<file path="src/rtl/regfile_pkg.sv">
// regfile_pkg: shared clear-FSM state type and default register file geometry.
package regfile_pkg;
    typedef enum logic [1:0] {IDLE, CLEAR, DONE} clr_state_t;
    localparam int XLEN_DEF  = 32;
    localparam int NREGS_DEF = 32;
endpackage

</file>
<file path="src/rtl/regfile_if.sv">
// regfile_if: read/write/clear bus between the core pipeline and the register file.
interface regfile_if import regfile_pkg::*; #(
    parameter int XLEN  = XLEN_DEF,
    parameter int NREGS = NREGS_DEF,
    parameter int NRD   = 2
);
    localparam int AW = $clog2(NREGS);
    logic [NRD*AW-1:0]   rd_addr;
    logic [NRD*XLEN-1:0] rd_data;
    logic                wr_en;
    logic [AW-1:0]       wr_addr;
    logic [XLEN-1:0]     wr_data;
    logic                wr_ready;
    logic                clr_req;
    logic                clr_busy;
    logic                clr_done;
    modport master (
        output rd_addr, wr_en, wr_addr, wr_data, clr_req,
        input  rd_data, wr_ready, clr_busy, clr_done
    );
    modport slave (
        input  rd_addr, wr_en, wr_addr, wr_data, clr_req,
        output rd_data, wr_ready, clr_busy, clr_done
    );
endinterface

</file>
<file path="src/rtl/regfile_clr_fsm.sv">
// regfile_clr_fsm: sequences a one-register-per-cycle bulk clear with busy/done handshake.
module regfile_clr_fsm import regfile_pkg::*; #(
    parameter  int NREGS = NREGS_DEF,
    localparam int AW    = $clog2(NREGS)
) (
    input  logic          clk,
    input  logic          rst_n,
    input  logic          clr_req_i,
    output logic          clr_busy_o,
    output logic          clr_done_o,
    output logic          clr_we_o,
    output logic [AW-1:0] clr_addr_o
);
    clr_state_t    state_q;
    logic [AW-1:0] cnt_q;
    logic          busy_q;
    logic          done_q;

    always_ff @(posedge clk or negedge rst_n) begin
        if (!rst_n) begin
            state_q <= IDLE;
            cnt_q   <= '0;
            busy_q  <= 1'b0;
            done_q  <= 1'b0;
        end else begin
            case (state_q)
                IDLE: if (clr_req_i) begin
                    state_q <= CLEAR;
                    cnt_q   <= '0;
                    busy_q  <= 1'b1;
                end
                CLEAR: begin
                    cnt_q <= cnt_q + AW'(1);
                    if (cnt_q == AW'(NREGS - 1)) begin
                        state_q <= DONE;
                        done_q  <= 1'b1;
                    end
                end
                DONE: begin
                    state_q <= IDLE;
                    busy_q  <= 1'b0;
                    done_q  <= 1'b0;
                end
                default: state_q <= IDLE;
            endcase
        end
    end

    assign clr_busy_o = busy_q;
    assign clr_done_o = done_q;
    assign clr_we_o   = state_q == CLEAR;
    assign clr_addr_o = cnt_q;
endmodule

</file>
<file path="src/rtl/regfile_mp.sv">
// regfile_mp: multi-read-port register file with write bypass and sequenced bulk clear.
module regfile_mp import regfile_pkg::*; #(
    parameter int XLEN     = XLEN_DEF,
    parameter int NREGS    = NREGS_DEF,
    parameter int NRD      = 2,
    parameter int ZERO_REG = 1
) (
    input  logic     clk,
    input  logic     rst_n,
    regfile_if.slave bus
);
    localparam int AW = $clog2(NREGS);

    logic [XLEN-1:0]     regs_q [NREGS];
    logic                clr_we;
    logic [AW-1:0]       clr_addr;
    logic                clr_busy;
    logic                wr_acc;
    logic [NRD*XLEN-1:0] rd_data;

    regfile_clr_fsm #(.NREGS(NREGS)) u_clr (
        .clk        (clk),
        .rst_n      (rst_n),
        .clr_req_i  (bus.clr_req),
        .clr_busy_o (clr_busy),
        .clr_done_o (bus.clr_done),
        .clr_we_o   (clr_we),
        .clr_addr_o (clr_addr)
    );

    assign wr_acc       = bus.wr_en && !clr_busy && !(ZERO_REG != 0 && bus.wr_addr == '0);
    assign bus.wr_ready = !clr_busy;
    assign bus.clr_busy = clr_busy;
    assign bus.rd_data  = rd_data;

    always_ff @(posedge clk or negedge rst_n) begin
        if (!rst_n) regs_q <= '{default: '0};
        else if (clr_we) regs_q[clr_addr] <= '0;
        else if (wr_acc) regs_q[bus.wr_addr] <= bus.wr_data;
    end

    // wr_acc is already false while busy, so dropped writes never bypass
    for (genvar p = 0; p < NRD; p++) begin : g_rd
        logic [AW-1:0] a;
        assign a = bus.rd_addr[p*AW +: AW];
        assign rd_data[p*XLEN +: XLEN] = (ZERO_REG != 0 && a == '0) ? '0 :
                                         (wr_acc && bus.wr_addr == a) ? bus.wr_data : regs_q[a];
    end
endmodule

</file>
<file path="src/flat_wrapper.sv">
// flat-port wrapper written by rule: the top's interface ports become plain ports
module regfile_mp_flat import regfile_pkg::*;
#(
    parameter int XLEN     = XLEN_DEF,
    parameter int NREGS    = NREGS_DEF,
    parameter int NRD      = 2,
    parameter int ZERO_REG = 1
)
  (clk, rst_n, bus_rd_addr, bus_wr_en, bus_wr_addr, bus_wr_data, bus_clr_req, bus_rd_data, bus_wr_ready, bus_clr_busy, bus_clr_done);
  regfile_if #(.XLEN(XLEN), .NREGS(NREGS), .NRD(NRD)) bus_i ();
  input  logic clk;
  input  logic rst_n;
  input wire logic [$bits(bus_i.rd_addr)-1:0] bus_rd_addr;
  input wire logic [$bits(bus_i.wr_en)-1:0] bus_wr_en;
  input wire logic [$bits(bus_i.wr_addr)-1:0] bus_wr_addr;
  input wire logic [$bits(bus_i.wr_data)-1:0] bus_wr_data;
  input wire logic [$bits(bus_i.clr_req)-1:0] bus_clr_req;
  output wire logic [$bits(bus_i.rd_data)-1:0] bus_rd_data;
  output wire logic [$bits(bus_i.wr_ready)-1:0] bus_wr_ready;
  output wire logic [$bits(bus_i.clr_busy)-1:0] bus_clr_busy;
  output wire logic [$bits(bus_i.clr_done)-1:0] bus_clr_done;
  assign bus_i.rd_addr = bus_rd_addr;
  assign bus_i.wr_en = bus_wr_en;
  assign bus_i.wr_addr = bus_wr_addr;
  assign bus_i.wr_data = bus_wr_data;
  assign bus_i.clr_req = bus_clr_req;
  assign bus_rd_data = bus_i.rd_data;
  assign bus_wr_ready = bus_i.wr_ready;
  assign bus_clr_busy = bus_i.clr_busy;
  assign bus_clr_done = bus_i.clr_done;
  regfile_mp #(.XLEN(XLEN), .NREGS(NREGS), .NRD(NRD), .ZERO_REG(ZERO_REG)) u_core (.clk(clk), .rst_n(rst_n), .bus(bus_i));
endmodule
</file>
<file path="config.mk">
export PLATFORM = sky130hd
export DESIGN_NAME = regfile_mp_flat
export DESIGN_NICKNAME = d
export VERILOG_FILES = /design/src/rtl/regfile_pkg.sv /design/src/rtl/regfile_if.sv /design/src/rtl/regfile_clr_fsm.sv /design/src/rtl/regfile_mp.sv /design/src/flat_wrapper.sv
export SDC_FILE = /design/constraint.sdc
export NUM_CORES = 2
export LEC_CHECK = 0
export ABC_AREA = 0
export CAP_MARGIN = 5
export CORE_ASPECT_RATIO = 1.5
export CORE_MARGIN = 3
export CORE_UTILIZATION = 30
export DETAILED_ROUTE_END_ITERATION = 10
export GPL_ROUTABILITY_DRIVEN = 1
export HOLD_SLACK_MARGIN = 0.05
export MAX_ROUTING_LAYER = met4
export PLACE_DENSITY_LB_ADDON = 0.2
export SLEW_MARGIN = 10
export SYNTH_ARGS = -nofsm -noshare
export SYNTH_HDL_FRONTEND = slang
export SYNTH_SLANG_ARGS = --single-unit
</file>
<file path="constraint.sdc">
create_clock -name clk -period 3.76 [get_ports clk]
set_clock_uncertainty 0.1 [all_clocks]
set_input_delay 0.752 -clock clk [delete_from_list [all_inputs] [get_ports clk]]
set_output_delay 0.752 -clock clk [all_outputs]
set_load 0.01 [all_outputs]
</file>
-- Yosys cells after proc, flatten, opt, wreduce, memory -nomap -nowiden
Index checks and enable logic that the tools add are counted.
- $add $sub $neg: 1
- magnitude comparators: 6
- equality and inequality tests: 7
- mux-type cells: 26
- bitwise operators: 6
- reduce and logical (&&, ||, !) cells: 20
- operators by type and width (cell ; count):
    $mux W1024 ; 2
    $and A1024 B1024 Y1024 ; 1
    $bwmux W1024 ; 1
    $not A1024 Y1024 ; 1
    $bmux W32 S5 ; 2
    $demux W32 S5 ; 2
    $mux W32 ; 10
    $ge A6 B6 Y1 const B ; 4
    $not A5 Y6 ; 4
    $logic_not A5 Y1 ; 3
    $lt A6 B1 Y1 const B ; 2
    $eq A5 B5 Y1 ; 2
    $pmux W5 S2 ; 1
    $reduce_and A2 Y1 ; 4
    $reduce_bool A2 Y1 ; 4
    $logic_and A1 B1 Y1 ; 6
    $add A5 B1 Y5 const B ; 1
    $eq A5 B5 Y1 const B ; 1
    $mux W5 ; 1
    $mux W2 ; 2
    $ne A2 B2 Y1 const B ; 2
    $pmux W1 S2 ; 2
    $pmux W2 S2 ; 1
    $eq A2 B1 Y1 const B ; 1
    other kinds (4) ; 6
- flip-flop bits (word level): 1033
- input port bits: 51
- output and inout bits: 67
- logic and storage cells: 102

-- Longest topological paths before layout
- word-level depth: 8
- mapped depth: 10
- gate-level depth less buffers: 6

-- By module
From an unflattened synthesis, not the netlist that was laid out.
- cells, all modules: 4078
- area, all modules: 54392.2 um2
- modules (own cells, without submodules) (module ; times used ; cells an instance ; area an instance (um2) ; sequential area each (um2)):
    regfile_mp ; 1 ; 4041 ; 53978.0 ; 25624.6
    regfile_clr_fsm ; 1 ; 37 ; 414.1 ; 225.2

-- Worst setup path after synthesis
Ideal clock, no wire load.
- path kind: input to output
- start point: input port bus_rd_addr[5]
- end point: output port bus_rd_data[44]
- arrival time: 2422 ps
- data required time: 2908 ps
- slack: 486 ps
- stages on the path: 7
- buffers on the path: 3
- path through: buf_4 -> buf_12 -> buf_2 -> mux4_2 -> mux2i_1 -> a21oi_1 -> a221o_1
- cells in the longest elaborated chain, start to end: 6
- RTL lines (element ; line ; text):
    start: declaration ; flat_wrapper.sv:13 ; input wire logic [$bits(bus_i.rd_addr)-1:0] bus_rd_addr;
    $not A5 Y6 (implied by the code) ; regfile_mp.sv:47 ; (wr_acc && bus.wr_addr == a) ? bus.wr_data : regs_q[a];
    $bmux W32 S5 ; regfile_mp.sv:47 ;
    $mux W32 (implied by the code) (2 in series) ; regfile_mp.sv:47 ;
    $mux W32 ; regfile_mp.sv:47 ;
    $mux W32 * ; regfile_mp.sv:46 ; assign rd_data[p*XLEN +: XLEN] = (ZERO_REG != 0 && a == '0) ? '0 :
    end: declaration ; flat_wrapper.sv:18 ; output wire logic [$bits(bus_i.rd_data)-1:0] bus_rd_data;
Every way passes the cells marked *; elsewhere a longest branch is shown, timed or not. The select of a mux whose other input is x is not followed.

-- Final worst setup path
- start point: input port bus_rd_addr[6]
- end point: output port bus_rd_data[39]
The elaborated chain is that of the path after synthesis.

==> flow_summary.json <==
{
  "antenna_found_initial": 11,
  "synthCells": 4121,
  "wl_per_cell_microns": 37.4,
  "dieArea_sq_mm": 0.186,
  "syn_area_per_cell_sq_um": 13.2,
  "ys_warn_count": 0,
  "ir_worst_vdd_mv": 0.381,
  "syn_to_final_growth_pct": 27.9,
  "setup_viol": 1,
  "worstSetupStartpoint": "bus_rd_addr[6]",
  "synthFlopType": "dfrtp_1",
  "worst_r2r_path_depth": 6,
  "max_cap_viol_count": 0,
  "grt_pass1_vias": 46069,
  "synth_seq_cells": 1033,
  "die_y_microns": 527,
  "cts-root-buf": "clkbuf_16",
  "final_cell_mix": "dfrtp_1, a22o_1, buf_4",
  "drtPass1Iterations": 6,
  "io_buffer_count": 117,
  "r2r_start": "u_core.u_clr.state_q[0]",
  "async_flop_share": 1.00,
  "dpl.hpwl_microns": 164000,
  "critPathKind": "in -> out",
  "vias": 45153,
  "power_density_mw_per_mm2": 415,
  "grtUsageTotal": 0.284,
  "ant_nets": 0,
  "timing.rr.end": "u_core.regs_q[243]",
  "syn_area_sq_mm": 0.0544,
  "yosysTopAreaCell": "dfrtp_1",
  "synthTopCellsByArea": "dfrtp_1, a22o_1, mux4_2, mux2i_1, clkbuf_1",
  "crit_arrival_ps": 2920,
  "synthDistinctLibCells": 60,
  "required_ps": 2910,
  "cts.path.max_buffers": 3,
  "max_slew_margin": 0.117,
  "grt_max_degree": 132,
  "cts_buffers": 112,
  "layout_min_cycle_time_ps": 3770,
  "grt-busiest-layer": "met2",
  "drive_gt1_frac": 0.353,
  "finalPower_uw": 28900,
  "p_leak_uw": 0.0308,
  "grt_pass1_wl_microns": 369000,
  "report.final.hold_viol_count": 0,
  "critPathCaptureType": "output port",
  "drt_iter0_drc": 5315,
  "cts_tree": "built",
  "row_count": 190,
  "path_max_fanout": 8,
  "utilization": 0.387,
  "place_congestion": 0.898,
  "syn_nets": 4177,
  "synth_edf_count": 0,
  "die_x_microns": 354,
  "fin_nets": 4590,
  "worst_pin_slew_ps": 1320,
  "grt_remaining_overflow": 0,
  "endpoint": "bus_rd_data[39]",
  "final_max_slew_viol_count": 0,
  "cts.clk_slew.worst_paths_ps": 70,
  "grt_use_met2": 0.440,
  "wirelength_microns": 263000,
  "clock_sinks": 1033,
  "rsz0062_at_grt": "true",
  "fmax_mhz": 265,
  "use_met3": 0.0602,
  "seq_area_frac_synth": 0.476,
  "yosysTopAreaCellShare": 0.476,
  "violations": "negative setup slack",
  "ios": 118,
  "use_met1": 0.345,
  "clk_latency_ps": 770,
  "hold_class": "in -> async",
  "fp.coreArea_sq_mm": 0.179,
  "start_util": 0.303,
  "r2r_slack_ps": 770,
  "drc": 0,
  "layout_commonest_cell": "dfrtp_1",
  "h-tree-depth": 3,
  "outcome": "complete, but fails checks",
  "setup_ws_ps": -10.0,
  "finalCritPeriodShare": 1.00,
  "start_kind": "primary input",
  "via_per_inst": 6.42
}
[cells in the mapped netlist (43+ instances only)]
| library cell | number |
|---|---|
| a221o_1 | 43 |
| a22o_1 | 998 |
| nand2_1 | 46 |
| clkbuf_1 | 296 |
| nor3_1 | 69 |
| nor2_1 | 91 |
| mux2i_1 | 304 |
| a221oi_1 | 71 |
| a211oi_1 | 64 |
| a21oi_1 | 77 |
| mux4_2 | 378 |
| dfrtp_1 | 1033 |
| o22ai_1 | 60 |
| o21ai_0 | 52 |
| buf_2 | 149 |
[report_power, final]
group,internal [uW],leakage (uW),switching (uW)
clock,6980,0.00188,4980
sequential,11300,0.0144,248
combinational,1880,0.0145,3430
total,20200,0.0308,8660
[worst max-delay path, stage by stage]
cell and delay, ps:
buf_16 150, buf_8 160, and2_4 170, bufbuf_16 280
a221oi_2 280, a31oi_1 90, nor4_2 320, buf_12 160
nor3_2 40, nor3_2 270, buf_4 210
[metrics by stage]
step / TNS [ps] / setup slack [ps] / hold WS, ps / cells / instance area [sq um]
floorplan: 0 / 486 / 356 / 4121 / 54400
global placement: -45490 / -990 / 382 / 6700 / 62800
detailed placement: -43670 / -939 / 388 / 6700 / 62800
CTS: -161 / -53.0 / 393 / 6997 / 68800
global route: -185 / -45.1 / 422 / 7031 / 69500
finish: -10.0 / -10.0 / 391 / 7031 / 69500
[worst min path at each step]
| stage | from | to | slack [ps] | depth (start not counted) |
|---|---|---|---|---|
| final | rst_n | u_core.regs_q[246] | 390 | 2 |
| after global routing | u_core.regs_q[1003] | u_core.regs_q[1003] | 420 | 1 |
| after CTS | rst_n | u_core.regs_q[92] | 390 | 2 |
| after detailed placement | u_core.regs_q[1005] | u_core.regs_q[1005] | 390 | 1 |
| after global placement | u_core.regs_q[992] | u_core.regs_q[992] | 380 | 1 |
| after floorplan | rst_n | u_core.regs_q[0] | 360 | 0 |
[state kept, by name, summed over array words and instances (netlist names)]
name,count
u_core.regs_q,1024
u_core.u_clr.clr_addr_o,5
u_core.u_clr.clr_busy_o,1
u_core.u_clr.clr_done_o,1
u_core.u_clr.state_q,2
[kinds of logic after synthesis]
kind of cell / after synthesis / share of synthesized area
multiplexers: 709 / 0.218
adder cells (fa/ha/maj): 5 / 0.00115
AO/OA/AOI/OAI: 1437 / 0.218
buffers and inverters: 556 / 0.0488
XOR/XNOR: 10 / 0.00161
AND/OR/NAND/NOR: 371 / 0.0366
flip-flops: 1033 / 0.476
[routing by layer]
| layer | vias up | share of wire |
|---|---|---|
| met1 | 24095 | 0.39 |
| met3 | 809 | 0.085 |
| met5 | - | 0 |
| li1 | 17412 | - |
| met2 | 2837 | 0.46 |
| met4 | 0 | 0.064 |
[repair_timing]
item                                   in CTS  in global routing
buffers inserted                           94                 29
endpoints found under the hold margin      23                  0
resized for setup                         435                141
pin swaps                                  61                 52
cloned                                     15                  4
hold buffers                                1                  0
setup endpoints to repair                  64                 58
[layout make-up]
| class | count | area, sq um |
|---|---|---|
| multi-input combinational | 2532 | 27600 |
| fill | 16998 | 110000 |
| tap | 2400 | 3000 |
| clock inverter | 33 | 538 |
| inverter | 7 | 26.3 |
| timing repair buffer | 848 | 9140 |
| sequential | 1033 | 25800 |
| clock buffer | 169 | 3300 |
| antenna | 9 | 22.5 |
Note: power is estimated with default switching activity, not from simulation.
